**config.mk**
```make
export PLATFORM = sky130hd
export DESIGN_NAME = exp_result_reader
export DESIGN_NICKNAME = d
export VERILOG_FILES = /design/src/rtl/exp_result_reader.sv
export SDC_FILE = /design/constraint.sdc
export NUM_CORES = 1
export LEC_CHECK = 0
export ABC_AREA = 1
export CAP_MARGIN = 20
export CORE_MARGIN = 3
export CORE_UTILIZATION = 34
export DETAILED_ROUTE_END_ITERATION = 12
export SKIP_CTS_REPAIR_TIMING = 1
export SYNTH_ARGS = -nofsm -noshare
export SYNTH_HDL_FRONTEND = slang
export SYNTH_SLANG_ARGS = --single-unit
```
**constraint.sdc**
```tcl
create_clock -name clk -period 7.92 [get_ports clk]
set_input_delay 1.584 -clock clk [delete_from_list [all_inputs] [get_ports clk]]
set_output_delay 1.584 -clock clk [all_outputs]
set_load 0.005 [all_outputs]
```
**src/rtl/exp_result_reader.sv**
```systemverilog
// exp_result_reader: FIFO of shifted exponential results, decoding each word into integer and fractional parts on read
module exp_result_reader #(
    parameter int DEPTH = 8,
    parameter int AW    = 3
) (
    input  logic          clk,
    input  logic          rst,
    input  logic          wrEn,
    input  logic [20:0]   wrData,
    input  logic [1:0]    ui,
    input  logic          rdEn,
    output logic          rdValid,
    output logic [20:0]   rdData,
    output logic [1:0]    intpart,
    output logic [15:0]   fracpart,
    output logic          fmtErr,
    output logic          empty,
    output logic          full,
    output logic [AW:0]   count,
    output logic          overflow
);
    logic [22:0]   mem [DEPTH];
    logic [AW-1:0] wr_ptr;
    logic [AW-1:0] rd_ptr;
    logic [AW:0]   cnt;
    logic          do_wr;
    logic          do_rd;
    logic [20:0]   pop_word;
    logic [1:0]    pop_ui;
    logic [20:0]   shifted;
    logic [20:0]   low_mask;
    logic [20:0]   high_mask;
    logic          pop_err;

    assign count = cnt;
    assign empty = cnt == '0;
    assign full  = cnt == (AW+1)'(DEPTH);
    assign do_wr = wrEn && !full;
    assign do_rd = rdEn && !empty;

    // decode the head entry so the popped word's fields are ready to register
    always_comb begin
        pop_word  = mem[rd_ptr][20:0];
        pop_ui    = mem[rd_ptr][22:21];
        shifted   = pop_word >> pop_ui;
        low_mask  = (21'd1 << pop_ui) - 21'd1;
        high_mask = ~((21'd1 << (5'd18 + 5'(pop_ui))) - 21'd1);
        pop_err   = |(pop_word & (low_mask | high_mask));
    end

    // storage has no reset; stale entries are unreachable once pointers clear
    always_ff @(posedge clk) begin
        if (!rst && do_wr) mem[wr_ptr] <= {ui, wrData};
    end

    // pointers, occupancy and sticky overflow
    always_ff @(posedge clk) begin
        if (rst) begin
            wr_ptr   <= '0;
            rd_ptr   <= '0;
            cnt      <= '0;
            overflow <= 1'b0;
        end else begin
            if (do_wr) wr_ptr <= wr_ptr + 1'b1;
            if (do_rd) rd_ptr <= rd_ptr + 1'b1;
            cnt <= cnt + (AW+1)'(do_wr) - (AW+1)'(do_rd);
            if (wrEn && full) overflow <= 1'b1;
        end
    end

    // registered read outputs, held between reads
    always_ff @(posedge clk) begin
        if (rst) begin
            rdValid  <= 1'b0;
            rdData   <= '0;
            intpart  <= '0;
            fracpart <= '0;
            fmtErr   <= 1'b0;
        end else begin
            rdValid <= do_rd;
            if (do_rd) begin
                rdData   <= pop_word;
                intpart  <= shifted[17:16];
                fracpart <= shifted[15:0];
                fmtErr   <= pop_err;
            end
        end
    end
endmodule

```
## Word level (Yosys, flattened, before mapping)

Memories as Yosys holds them, arrays and structs flattened. A register that Yosys moved wholly into a read port is not among the register bits.
Cells that the tools add are included.

| storage, ports and cells | value |
|---|---|
| bits in registers | 52 |
| latch bits | 0 |
| RAM bits | 184 |
| ROM bits | 0 |
| input port bits | 27 |
| word-level logic and storage cells | 37 |
| memories kept | 1 |

Memory list:

| name | depth | width | rd ports | clocked after Yosys merged registers in | wr ports | RTL line | source |
|---|---|---|---|---|---|---|---|
| mem | 8 | 23 | 1 | 1 | 1 | 22 | `logic [22:0] mem [DEPTH];` |

| operators by class | value |
|---|---|
| add/sub/neg operators | 7 |
| $mul | 0 |
| divide/modulo/power cells | 0 |
| $lt $le $gt $ge | 0 |
| equal/unequal tests | 1 |
| shifts and indexed selects | 3 |
| mux-type cells | 4 |
| bitwise logic cells | 3 |
| reduce and logical (&&, ||, !) cells | 9 |

Operator list:

| cell | count |
|---|---|
| 21-bit by 1-bit subtractor with 21-bit output (second input constant) | 2 |
| 21-bit AND | 1 |
| 21-bit inverter | 1 |
| 21-bit bitwise OR | 1 |
| 21-bit OR reduction | 1 |
| 1-bit by 2-bit left shift with 21-bit output (first input constant) | 1 |
| 1-bit by 5-bit left shift with 21-bit output (first input constant) | 1 |
| 21-bit by 2-bit >> shifter with 18-bit output | 1 |
| 3-bit by 1-bit adder with 3-bit output (second input constant) | 2 |
| 3-bit two-way mux | 2 |
| 5-bit by 2-bit adder with 5-bit output (first input constant) | 1 |
| 4-bit by 1-bit adder with 4-bit output | 1 |
| 4-bit equality test (second input constant) | 1 |
| 1-bit logical AND | 4 |
| 4-bit logical NOT | 1 |
| 4-bit by 1-bit subtractor with 4-bit output | 1 |
| 1-bit logical NOT | 3 |
| 1-bit two-way mux | 2 |

## Depth between registers and ports, before layout

| depth | value |
|---|---|
| depth after elaboration | 7 |
| depth in mapped cells | 18 |
| gate-level depth less buffers | 16 |

## Least setup slack after synthesis

OpenSTA, ideal clock, no wires.

| path | value |
|---|---|
| kind | input to register |
| start point | input port wrEn |
| end point | memory mem[0][0], enable pin |
| library setup time | 432 ps |
| arrival | 3524 ps |
| slack | 3964 ps |
| cell stages on the path | 4 |
| cell sequence | nand2_1 > nor2_1 > inv_1 > nor3_1 |

| on the way | value |
|---|---|
| word-level cells in the longest chain between the ends | 4 |

Ends and longest elaborated chain:

| what | RTL line | source |
|---|---|---|
| from (decl) | 8 | `input logic wrEn,` |
| 1-bit logical AND | 38 | `assign do_wr = wrEn && !full;` |
| 1-bit logical AND | 53 | `if (!rst && do_wr) mem[wr_ptr] <= {ui, wrData};` |
| 1-bit two-way mux | 53 |  |
| 1-bit two-way mux (implied by the code) | 53 |  |
| to (decl) | 22 |  |

Every way passes these cells.

## Worst setup path in the final report

| path | value |
|---|---|
| start point | input port rdEn |
| end point | register cnt[3], in the netlist count[3] |

| on the way | value |
|---|---|
| word-level cells in the longest chain between the ends | 2 |

Ends and longest elaborated chain:

| what | RTL line | source |
|---|---|---|
| from (decl) | 11 | `input logic rdEn,` |
| 1-bit logical AND | 39 | `assign do_rd = rdEn && !empty;` |
| 4-bit by 1-bit subtractor with 4-bit output | 66 | `cnt <= cnt + (AW+1)'(do_wr) - (AW+1)'(do_rd);` |
| to (signal assigned) | 66 |  |
| to (decl) | 25 | `logic [AW:0] cnt;` |

Every way passes these cells.
A chain may end at the register's enable or synchronous reset.

==> results.md <==
- Shortest period the worst path allows: 3.63 ns
- Wire length of the first global-routing pass: 38600 um
- Register-to-Register Setup Slack: 4.72 ns
- Total of warnings raised by yosys: 0
- CTS Buffer Depth: 3
- CP Capture Point: count[3]$_SDFF_PP0_
- Final Routed Wirelength: 24500 um
- Detail-routed net length per standard cell: 15.8 um
- Die Y-Extent: 181 um
- CTS tree: done
- Worst hold-check path type: register to register
- Multi-input combinational cell area: 2960 um^2
- Clock Pin Slew Worst Setup and Hold Paths: 0.06 ns
- Sequential Area: 6630 um^2
- DR iter-0 viols: 670
- Total leakage power: 4.95 nW
- X dimension of the die: 181 um
- Count of nets left with antenna violations after detail routing: 0
- Share of cells above drive strength 1: 0.0629
- Io pins: 75
- Port Buf Inserts: 74
- Top cell type's share of synthesized area: 0.529
- Global placement routability congestion: 0.804
- Maximum fanout encountered on the critical timing path: 85
- Most area-hungry cell type in the Yosys netlist: edfxtp_1
- Number of different library cells in the post-synthesis netlist: 29
- Max_cap viols: 0
- Number of setup violations in the final report: 0
- Total Neg Setup Slack: 0 ns
- Synth top area cells: edfxtp_1 (53%), dfxtp_1 (11%), nand2_1 (10%)
- Starting density of the core: 0.349
- Number of vias in the routed layout: 7285
- Ratio of final minimum period to clock period: 0.458
- Max Fclk: 0.276 GHz
- Avg Synthesized Cell Area: 9.61 um^2
- Classification of the worst setup path: primary input to register
- Net Count, Synth: 1124
- Slew margin rel.: 0.311
- Setup repair after global routing missed its margin: no
- Data required time of the critical path: 8.36 ns
- Congestion Overflow GR: 0
- Critical Path End Type: register
- Worst skew pair latency: 0.52 ns
- Launching element type of the critical path: primary input
- CP Data Arrival Time: 4.07 ns
- Count of H-tree levels built during CTS: 1
- Net total in the final layout: 1184
- Cell-by-cell trace of the critical path: clkdlybuf4s50_1, nand2_1, inv_2, buf_4, ha_1, inv_1, ha_1, nand2_1, nor2_1, a211oi_1, o21ai_0, a21oi_1
- Instance count on the critical path: 12
- Cell row count: 63
- Filler Cell Count: 2916
- Core Footprint: 30000 um^2
- Netlist area before placement: 10400 um^2
- Total routing usage reported by global routing: 0.146
- Endpoints failing hold: 0
- Count of pins over their slew limit: 0
- End of the worst register-to-register path: fmtErr$_SDFFE_PP0P_
- Hpwl dp: 14500 um
- Buffers & Inverters on Critical Path: 4
- Initial antenna violation count: 1
- Number of enable flip-flop cells after synthesis: 184
- Ratio of total power to cell area: 334 nW/um^2
- Kind of cell with the highest combined delay on the critical path: buffers and inverters
- R2R cell count: 14
- Vias/cell: 4.69
- VDD IR max: 0.196 mV
- Area growth, synth to finish: 17.0%
- Flop and latch count out of synthesis: 239
- Synthesized instance count: 1086
- Largest stage delay on the critical path: 0.59 ns
- Number of optimization iterations in the first detailed-route pass: 4
- Cell count after placement: 1509
- Status: complete, no violations
- Sequential cell area fraction in the yosys report: 0.635
- Master of the slowest instance on the critical path: buf_4
- Primary flip-flop cell chosen by synthesis mapping: edfxtp_1
- Via count of the first global-routing pass: 6864
- Cell at the root of the clock tree: clkbuf_16
- Post-Route Skew: 0.0120 ns
- Number of sinks on the clock net: 239
- Die outline area: 32800 um^2
- Number of non-filler instances in the completed layout: 1552
- Largest net degree at the start of global routing: 87
- Number of clock buffers inserted by TritonCTS: 25
- Number of remaining DRC errors: 0
- First element of the critical path: rdEn
- Worst slew pin tran: 1.03 ns
- Ys async rst share: 0
-- cell families (layout without fill, tap and decap cells) --
logic type               count (synthesis)  after routing  synth area share
AO/OA/AOI/OAI                          119            119            0.0602
XOR/XNOR                                 1              1          0.000839
adder cells (fa/ha/maj)                 11             11            0.0139
buffers and inverters                  184            259            0.0849
flip-flops                             239            239             0.635
other                                    0              1                 0
AND/OR/NAND/NOR                        532            532             0.206
-- where the power goes --
| part | switching [mW] | internal (mW) | leakage, nW |
|---|---|---|---|
| Clock | 0.461 | 0.706 | 0.390 |
| Sequential | 0.0778 | 1.48 | 2.12 |
| Combinational | 0.858 | 0.490 | 2.45 |
| Total | 1.40 | 2.68 | 4.95 |
-- Yosys cell counts (3+ instances only) --
cell type,instances
nand3_1,88
o21ai_2,3
buf_4,5
o21ai_1,25
buf_6,21
clkbuf_1,9
buf_2,13
o211ai_1,4
inv_2,4
a21oi_1,22
nand2_2,5
nand2_1,289
nor3_1,5
o21ai_0,57
nor2_1,140
buf_1,7
inv_1,124
a31oi_1,7
ha_1,10
dfxtp_1,55
edfxtp_1,184
-- how the worst min path moves through the flow --
stage | slack, ns | to | start | cells past startpoint
floorplan | 0.41 | register | rd_ptr[2]$_SDFFE_PP0P_ | 1
global placement | 0.43 | rd_ptr[2]$_SDFFE_PP0P_ | rd_ptr[2]$_SDFFE_PP0P_ | 1
detailed placement | 0.44 | register | rd_ptr[2]$_SDFFE_PP0P_ | 1
CTS | 0.45 | rd_ptr[2]$_SDFFE_PP0P_ | rd_ptr[2]$_SDFFE_PP0P_ | 1
global route | 0.48 | rd_ptr[2]$_SDFFE_PP0P_ | rd_ptr[2]$_SDFFE_PP0P_ | 1
finish | 0.44 | rd_ptr[2]$_SDFFE_PP0P_ | rd_ptr[2]$_SDFFE_PP0P_ | 1
-- registers in the layout, indices dropped and copies added, names as in the netlist, named ones only --
name,flops
mem,184
rdData,21
fracpart,16
count,4
rd_ptr,3
wr_ptr,3
intpart,2
fmtErr,1
overflow,1
rdValid,1
-- per-stage QoR --
step	worst slack, ns	total power [mW]	util	hold slack [ns]	cell area (um^2)
2_1_floorplan	3.96	2.52	-	0.412	10400
3_3_place_gp	3.80	2.93	0.381	0.427	11400
3_5_place_dp	3.76	2.94	0.381	0.439	11400
4_1_cts	4.29	4.11	0.408	0.447	12200
5_1_grt	4.00	4.35	0.408	0.480	12200
6_report	4.29	4.08	0.408	0.441	12200
-- per-layer routing --
layer  global-route usage  part of all wire
met2                0.231              0.45
met1                0.211              0.48
met3               0.0264             0.049
met4               0.0320             0.021
met5                    0           0.00053
-- layout by cell type, fill, tap and decap left out, drive strengths merged --
cell type	n
inv	130
ha	10
o21ai	85
clkinv	5
clkbuf	32
nand3	88
diode	1
nor3b	1
a21oi	22
edfxtp	184
o211ai	4
nor3	5
nor2	142
a31oi	7
xor2	1
buf	14
dfxtp	55
bufinv	4
nand2	295
nand3b	1
clkdlybuf4s50	74
fa	1
a211oi	1
-- area by class of cell --
| type | count | share of cell area |
|---|---|---|
| clock buffers | 32 | 0.0534 |
| diodes | 1 | 0.000205 |
| multi-input cells | 663 | 0.242 |
| repair buffers | 88 | 0.0693 |
| clock inverters | 10 | 0.0123 |
| flip-flops and latches | 239 | 0.543 |
| inverters | 129 | 0.0399 |
| well taps | 390 | 0.0400 |
Power figures use the tool's default switching activity.
